--- config.mk ---
export PLATFORM = sky130hd
export DESIGN_NAME = mod_mem_lsu_split
export DESIGN_NICKNAME = d
export VERILOG_FILES = /design/src/rtl/mod_mem_lsu_split.sv
export SDC_FILE = /design/constraint.sdc
export NUM_CORES = 1
export LEC_CHECK = 0
export BUFFER_PORTS_ARGS = -buffer_cell sky130_fd_sc_hd__buf_4
export CAP_MARGIN = 20
export CORE_ASPECT_RATIO = 1.75
export CORE_UTILIZATION = 40
export CTS_CLUSTER_SIZE = 24
export DETAILED_ROUTE_END_ITERATION = 6
export GPL_ROUTABILITY_DRIVEN = 0
export PLACE_DENSITY = 0.61
export SETUP_SLACK_MARGIN = 0.5
export SYNTH_ARGS = -nofsm -noshare
export SYNTH_HDL_FRONTEND = slang
export SYNTH_SLANG_ARGS = --single-unit
--- constraint.sdc ---
create_clock -name clk_i -period 15.4 [get_ports clk_i]
set_clock_uncertainty 0.05 [all_clocks]
set_input_delay 1.54 -clock clk_i [delete_from_list [all_inputs] [get_ports clk_i]]
set_output_delay 1.54 -clock clk_i [all_outputs]
set_load 0.005 [all_outputs]
--- src/rtl/mod_mem_lsu_split.sv ---
// Load/store unit: turns one load/store request into one or two aligned bus beats,
// shifting store data into byte lanes and extracting/extending load data.
module mod_mem_lsu_split #(
  parameter int XLEN             = 32,
  parameter bit SPLIT_MISALIGNED = 1'b1
) (
  input  logic              clk_i,
  input  logic              rst_i,
  input  logic              req_valid_i,
  output logic              req_ready_o,
  input  logic              req_store_i,
  input  logic [2:0]        funct3_i,
  input  logic [XLEN-1:0]   addr_i,
  input  logic [XLEN-1:0]   wdata_i,
  output logic              resp_valid_o,
  output logic [XLEN-1:0]   resp_rdata_o,
  output logic              resp_error_o,
  output logic              mem_req_o,
  output logic              mem_we_o,
  output logic [XLEN-1:0]   mem_addr_o,
  output logic [XLEN/8-1:0] mem_byteenable_o,
  output logic [XLEN-1:0]   mem_wdata_o,
  input  logic              mem_gnt_i,
  input  logic              mem_rvalid_i,
  input  logic [XLEN-1:0]   mem_rdata_i
);

  localparam int BE_WIDTH = XLEN / 8;
  localparam int OFFW     = $clog2(BE_WIDTH);
  localparam int BE2_W    = 2 * BE_WIDTH;

  typedef enum logic [2:0] {IDLE, REQ0, WAIT0, REQ1, WAIT1, RESP} state_t;

  state_t              r_state;
  state_t              w_next;

  logic                r_store;
  logic [2:0]          r_funct3;
  logic [OFFW-1:0]     r_off;
  logic [XLEN-1:0]     r_base;
  logic [BE2_W-1:0]    r_be2;
  logic [2*XLEN-1:0]   r_wdata2;
  logic                r_split;
  logic [XLEN-1:0]     r_rdata0;
  logic [XLEN-1:0]     r_resp_rdata;
  logic                r_resp_error;

  logic [OFFW-1:0]     w_in_off;
  logic [7:0]          w_in_mask8;
  logic [BE2_W-1:0]    w_in_be2;
  logic [2*XLEN-1:0]   w_in_wdata2;
  logic                w_in_split;
  logic                w_in_legal;
  logic                w_accept;
  logic                w_reject;

  logic [XLEN-1:0]     w_rd_lo;
  logic [XLEN-1:0]     w_rd_hi;
  logic [2*XLEN-1:0]   w_rd_cat;
  logic [XLEN-1:0]     w_rd_al;
  logic [6:0]          w_ext_sh;
  logic [XLEN-1:0]     w_rd_left;
  logic [XLEN-1:0]     w_load_val;

  // Geometry of the incoming request, decided before it is accepted
  assign w_in_off    = addr_i[OFFW-1:0];
  assign w_in_be2    = BE2_W'(w_in_mask8) << w_in_off;
  assign w_in_wdata2 = (2*XLEN)'(wdata_i) << {w_in_off, 3'b000};
  assign w_in_split  = |w_in_be2[BE2_W-1:BE_WIDTH];
  assign w_accept    = req_valid_i && (r_state == IDLE);
  assign w_reject    = !w_in_legal || (w_in_split && !SPLIT_MISALIGNED);

  always_comb begin
    w_in_mask8 = 8'h01;
    case (funct3_i[1:0])
      2'b00:   w_in_mask8 = 8'h01;
      2'b01:   w_in_mask8 = 8'h03;
      2'b10:   w_in_mask8 = 8'h0F;
      default: w_in_mask8 = 8'hFF;
    endcase
  end

  always_comb begin
    w_in_legal = 1'b0;
    if (req_store_i) begin
      case (funct3_i)
        3'b000, 3'b001, 3'b010: w_in_legal = 1'b1;
        3'b011:                 w_in_legal = (XLEN == 64);
        default:                w_in_legal = 1'b0;
      endcase
    end else begin
      case (funct3_i)
        3'b000, 3'b001, 3'b010, 3'b100, 3'b101: w_in_legal = 1'b1;
        3'b011, 3'b110:                         w_in_legal = (XLEN == 64);
        default:                                w_in_legal = 1'b0;
      endcase
    end
  end

  // Load data: the beat still on the bus is used directly so the result is ready on entry to RESP
  assign w_rd_lo   = (r_state == WAIT0) ? mem_rdata_i : r_rdata0;
  assign w_rd_hi   = (r_state == WAIT1) ? mem_rdata_i : '0;
  assign w_rd_cat  = {w_rd_hi, w_rd_lo} >> {r_off, 3'b000};
  assign w_rd_al   = w_rd_cat[XLEN-1:0];
  assign w_rd_left = w_rd_al << w_ext_sh;

  always_comb begin
    w_ext_sh = 7'd0;
    case (r_funct3[1:0])
      2'b00:   w_ext_sh = 7'(XLEN - 8);
      2'b01:   w_ext_sh = 7'(XLEN - 16);
      2'b10:   w_ext_sh = 7'(XLEN - 32);
      default: w_ext_sh = 7'd0;
    endcase
    w_load_val = r_funct3[2] ? (w_rd_left >> w_ext_sh)
                             : XLEN'($signed(w_rd_left) >>> w_ext_sh);
  end

  always_ff @(posedge clk_i or posedge rst_i) begin
    if (rst_i) r_state <= IDLE;
    else       r_state <= w_next;
  end

  always_comb begin
    w_next = r_state;
    case (r_state)
      IDLE:    if (req_valid_i) w_next = w_reject ? RESP : REQ0;
      REQ0:    if (mem_gnt_i) w_next = WAIT0;
      WAIT0:   if (mem_rvalid_i) w_next = r_split ? REQ1 : RESP;
      REQ1:    if (mem_gnt_i) w_next = WAIT1;
      WAIT1:   if (mem_rvalid_i) w_next = RESP;
      RESP:    w_next = IDLE;
      default: w_next = IDLE;
    endcase
  end

  always_ff @(posedge clk_i or posedge rst_i) begin
    if (rst_i) begin
      r_store      <= 1'b0;
      r_funct3     <= 3'b000;
      r_off        <= '0;
      r_base       <= '0;
      r_be2        <= '0;
      r_wdata2     <= '0;
      r_split      <= 1'b0;
      r_rdata0     <= '0;
      r_resp_rdata <= '0;
      r_resp_error <= 1'b0;
    end else begin
      if (w_accept) begin
        r_store  <= req_store_i;
        r_funct3 <= funct3_i;
        r_off    <= w_in_off;
        r_base   <= {addr_i[XLEN-1:OFFW], {OFFW{1'b0}}};
        r_be2    <= w_in_be2;
        r_wdata2 <= w_in_wdata2;
        r_split  <= w_in_split;
      end
      if (r_state == WAIT0 && mem_rvalid_i) r_rdata0 <= mem_rdata_i;
      if (w_next == RESP && r_state != RESP) begin
        r_resp_error <= (r_state == IDLE);
        r_resp_rdata <= (r_state == IDLE || r_store) ? '0 : w_load_val;
      end
    end
  end

  assign req_ready_o  = (r_state == IDLE);
  assign resp_valid_o = (r_state == RESP);
  assign resp_rdata_o = r_resp_rdata;
  assign resp_error_o = r_resp_error;

  // Bus outputs come straight from state so a reset drops the request without waiting for a clock
  always_comb begin
    mem_req_o        = 1'b0;
    mem_we_o         = 1'b0;
    mem_addr_o       = '0;
    mem_byteenable_o = '0;
    mem_wdata_o      = '0;
    if (r_state == REQ0) begin
      mem_req_o        = 1'b1;
      mem_we_o         = r_store;
      mem_addr_o       = r_base;
      mem_byteenable_o = r_be2[BE_WIDTH-1:0];
      mem_wdata_o      = r_wdata2[XLEN-1:0];
    end else if (r_state == REQ1) begin
      mem_req_o        = 1'b1;
      mem_we_o         = r_store;
      mem_addr_o       = r_base + XLEN'(BE_WIDTH);
      mem_byteenable_o = r_be2[BE2_W-1:BE_WIDTH];
      mem_wdata_o      = r_wdata2[2*XLEN-1:XLEN];
    end
  end

endmodule

==> results.ini <==
[synth]
synthCells=1100
synthFlopType=dfrtp_1
async_reset_ff_share_pct=100.0
seq_area_frac_synth_pct=43.01
synth_edf_count=0
synth_cell_types=62
ys_ff_latch=169
syn_area_mm2=0.009833
syn-mean-instance-area_um2=8.939
yosysWarnings=0

[route]
drc_errors=0
wl_met1_mm=11.17
vias=8663
via_per_inst=5.535
met2_length_mm=16.44
drt_iter0_drc=664
postRouteAntennaNets=0
wl_per_cell_um=19.85
route.met3.wl_mm=1.580
first_pass_iters=5
top_layer=met4
totalWireLength_mm=31.06

[critical_path]
required_ps=13810
crit_path_end=mem_addr_o[29]
cp_data_arrival_time_ps=2550
timing.rr.end=resp_rdata_o[8]$_DFFE_PP0P_
worstSetupPathType=register to output pin
crit_path_max_fanout=12
cp-start-kind=register
startpoint=r_base[13]$_DFFE_PP0P_
rr_startpoint=r_state[1]$_DFF_PP0_
r2r_setup_slack_ps=11870
end_kind=output pin
r2r_cells=6

[power]
powerDensity_mw_per_mm2=194.8
irDropWorstVdd_uv=101.7
leakage_nw=5.440

[final_layout]
nFillCells=2388
fin_area_mm2=0.01203
final_cell_mix=nand2_1 (233), buf_4 (218), dfrtp_1 (167)
layout_commonest_cell=nand2_1
drive_gt1_share_pct=25.88
area_growth_pct=22.37
nNetsFinal=1350

[die]
io_pins=210
dieHeight_um=209.4
start_util_pct=40.93
core_mm2=0.02402
fp.dieW_um=120.5
rows=75
die_area_mm2=0.02524

[timing]
tightestPinTransition_ps=987.9
fmax_ghz=0.2416
setup_viol=0
fin_crit_ps=4140
grt_setup_unrepaired=false
max_slew_margin_pct=34.14
hold_violations=0
maxSlewViolCount=0
fin_crit_sh_pct=26.88
fin_setup_tns_ps=0

[cts]
cts_setup_buffers=0
cts-root-buf=clkbuf_16
cts_num_sinks=169
clock_path_buffers=2
numCtsBuffers=17
cts_tree=yes
cts-htree-levels=4
cts_resized=0
hold_buffers=0
clkLatencyLatePin_ps=430
clk_pin_slew_ps=70

[status]
status=complete, no violations

[grt]
grt_pass1_wl_mm=47.32
grt_max_degree=97
antenna_found_initial=1
first_global_vias=8466
grt_usage_pct=24.99
grt_overflow=0

[placed_design]
post-dp-hpwl_mm=22.28
io_buffers=207
dpl_cell_area_mm2=0.01144

[min_path]
hp-class=register to register

[job]
drv_cap=0

[critical path, stage by stage, from the launching register on]
cell and delay (ps):
dfrtp_1 430, nand4_1 270, or3b_2 660, nor4_1 370
xnor2_1 170, nor2_1 60, buf_4 160
[per-stage QoR]
step | hold slack [ps] | std cells | setup slack, ps | utilization, % | power, mW
floorplan | 388.0 | 1101 | 9235 | - | 1.497
global placement | 401.4 | 1533 | 11300 | 47.61 | 1.898
detailed placement | 405.5 | 1533 | 11250 | 47.61 | 1.913
CTS | 420.2 | 1564 | 11240 | 50.08 | 2.358
global route | 434.3 | 1565 | 11100 | 50.09 | 2.498
finish | 421.8 | 1565 | 11260 | 50.09 | 2.344
[cells in the mapped netlist, types with 3 or more instances]
master / n / share of area, %
mux2_2: 53 / 6.1
a31oi_1: 10 / 0.64
or3b_2: 3 / 0.27
mux2i_1: 81 / 8.2
a32oi_1: 14 / 1.2
a21oi_1: 21 / 1.1
dfrtp_1: 169 / 43
nand4_1: 15 / 0.95
buf_4: 7 / 0.53
o21ai_1: 17 / 0.87
and4_1: 3 / 0.27
or3_1: 6 / 0.38
nor2b_1: 10 / 0.64
a21o_1: 3 / 0.23
nand2_1: 233 / 8.9
o31ai_1: 10 / 0.76
xnor2_1: 19 / 1.7
a22o_1: 8 / 0.71
buf_6: 6 / 0.69
and2_1: 10 / 0.64
buf_2: 12 / 0.61
clkbuf_1: 62 / 2.4
inv_1: 13 / 0.50
nor2_1: 105 / 4.0
buf_1: 6 / 0.23
mux4_2: 4 / 0.92
a211oi_1: 13 / 0.99
o211ai_1: 24 / 1.8
nand3_1: 34 / 1.7
nor3b_1: 3 / 0.23
o2111ai_1: 5 / 0.45
o21ai_0: 57 / 2.9
nor3_1: 23 / 1.2
xor2_1: 6 / 0.53
[area by class of cell]
type	count	area [um2]	area share [%]
Clock buffer	20	446.7	3.712
Tap cell	308	385.4	3.203
Inverter	13	53.80	0.4471
Timing Repair Buffer	218	1637	13.60
Multi-Input combinational cell	825	5130	42.63
Sequential cell	169	4232	35.17
Antenna cell	1	2.502	0.02080
Clock inverter	11	146.4	1.217
[sequential cells by signal, summed over array words and instances (netlist names)]
signal / count
r_be2: 8
r_funct3: 3
r_split: 1
r_off: 2
r_wdata2: 56
r_store: 1
r_state: 3
r_base: 30
resp_rdata_o: 32
r_rdata0: 32
resp_error_o: 1
[where the power goes]
part	switching (mW)	total, mW	internal (mW)
combinational	0.656	1.11	0.454
sequential	0.154	0.793	0.638
clock	0.182	0.441	0.259
[worst min-delay path by stage]
stage	start	depth (start not counted)	slack, ps	end
global route	r_wdata2[6]$_DFFE_PP0P_	2	430	r_wdata2[6]$_DFFE_PP0P_
finish	r_wdata2[0]$_DFFE_PP0P_	2	420	r_wdata2[0]$_DFFE_PP0P_
floorplan	r_wdata2[0]$_DFFE_PP0P_	2	390	r_wdata2[0]$_DFFE_PP0P_
global placement	r_wdata2[6]$_DFFE_PP0P_	2	400	r_wdata2[6]$_DFFE_PP0P_
CTS	r_wdata2[0]$_DFFE_PP0P_	2	420	r_wdata2[0]$_DFFE_PP0P_
detailed placement	r_wdata2[0]$_DFFE_PP0P_	2	410	r_wdata2[0]$_DFFE_PP0P_
[cell families after synthesis]
logic type	Yosys count	synth area share (%)
xor+xnor	25	2.227
buf+inv	107	4.975
other cells	1	0.03814
mux	140	15.77
compound gates	195	13.04
simple gates	462	20.82
flops	169	43.01
fa+ha+maj	1	0.1272
[routing by layer]
layer,vias up,track usage [%]
met2,264,44.99
met5,-,0
met4,0,15.20
met3,67,5.435
met1,4214,26.12
li1,4118,-
No activity file was read; power rests on OpenSTA's default activity.
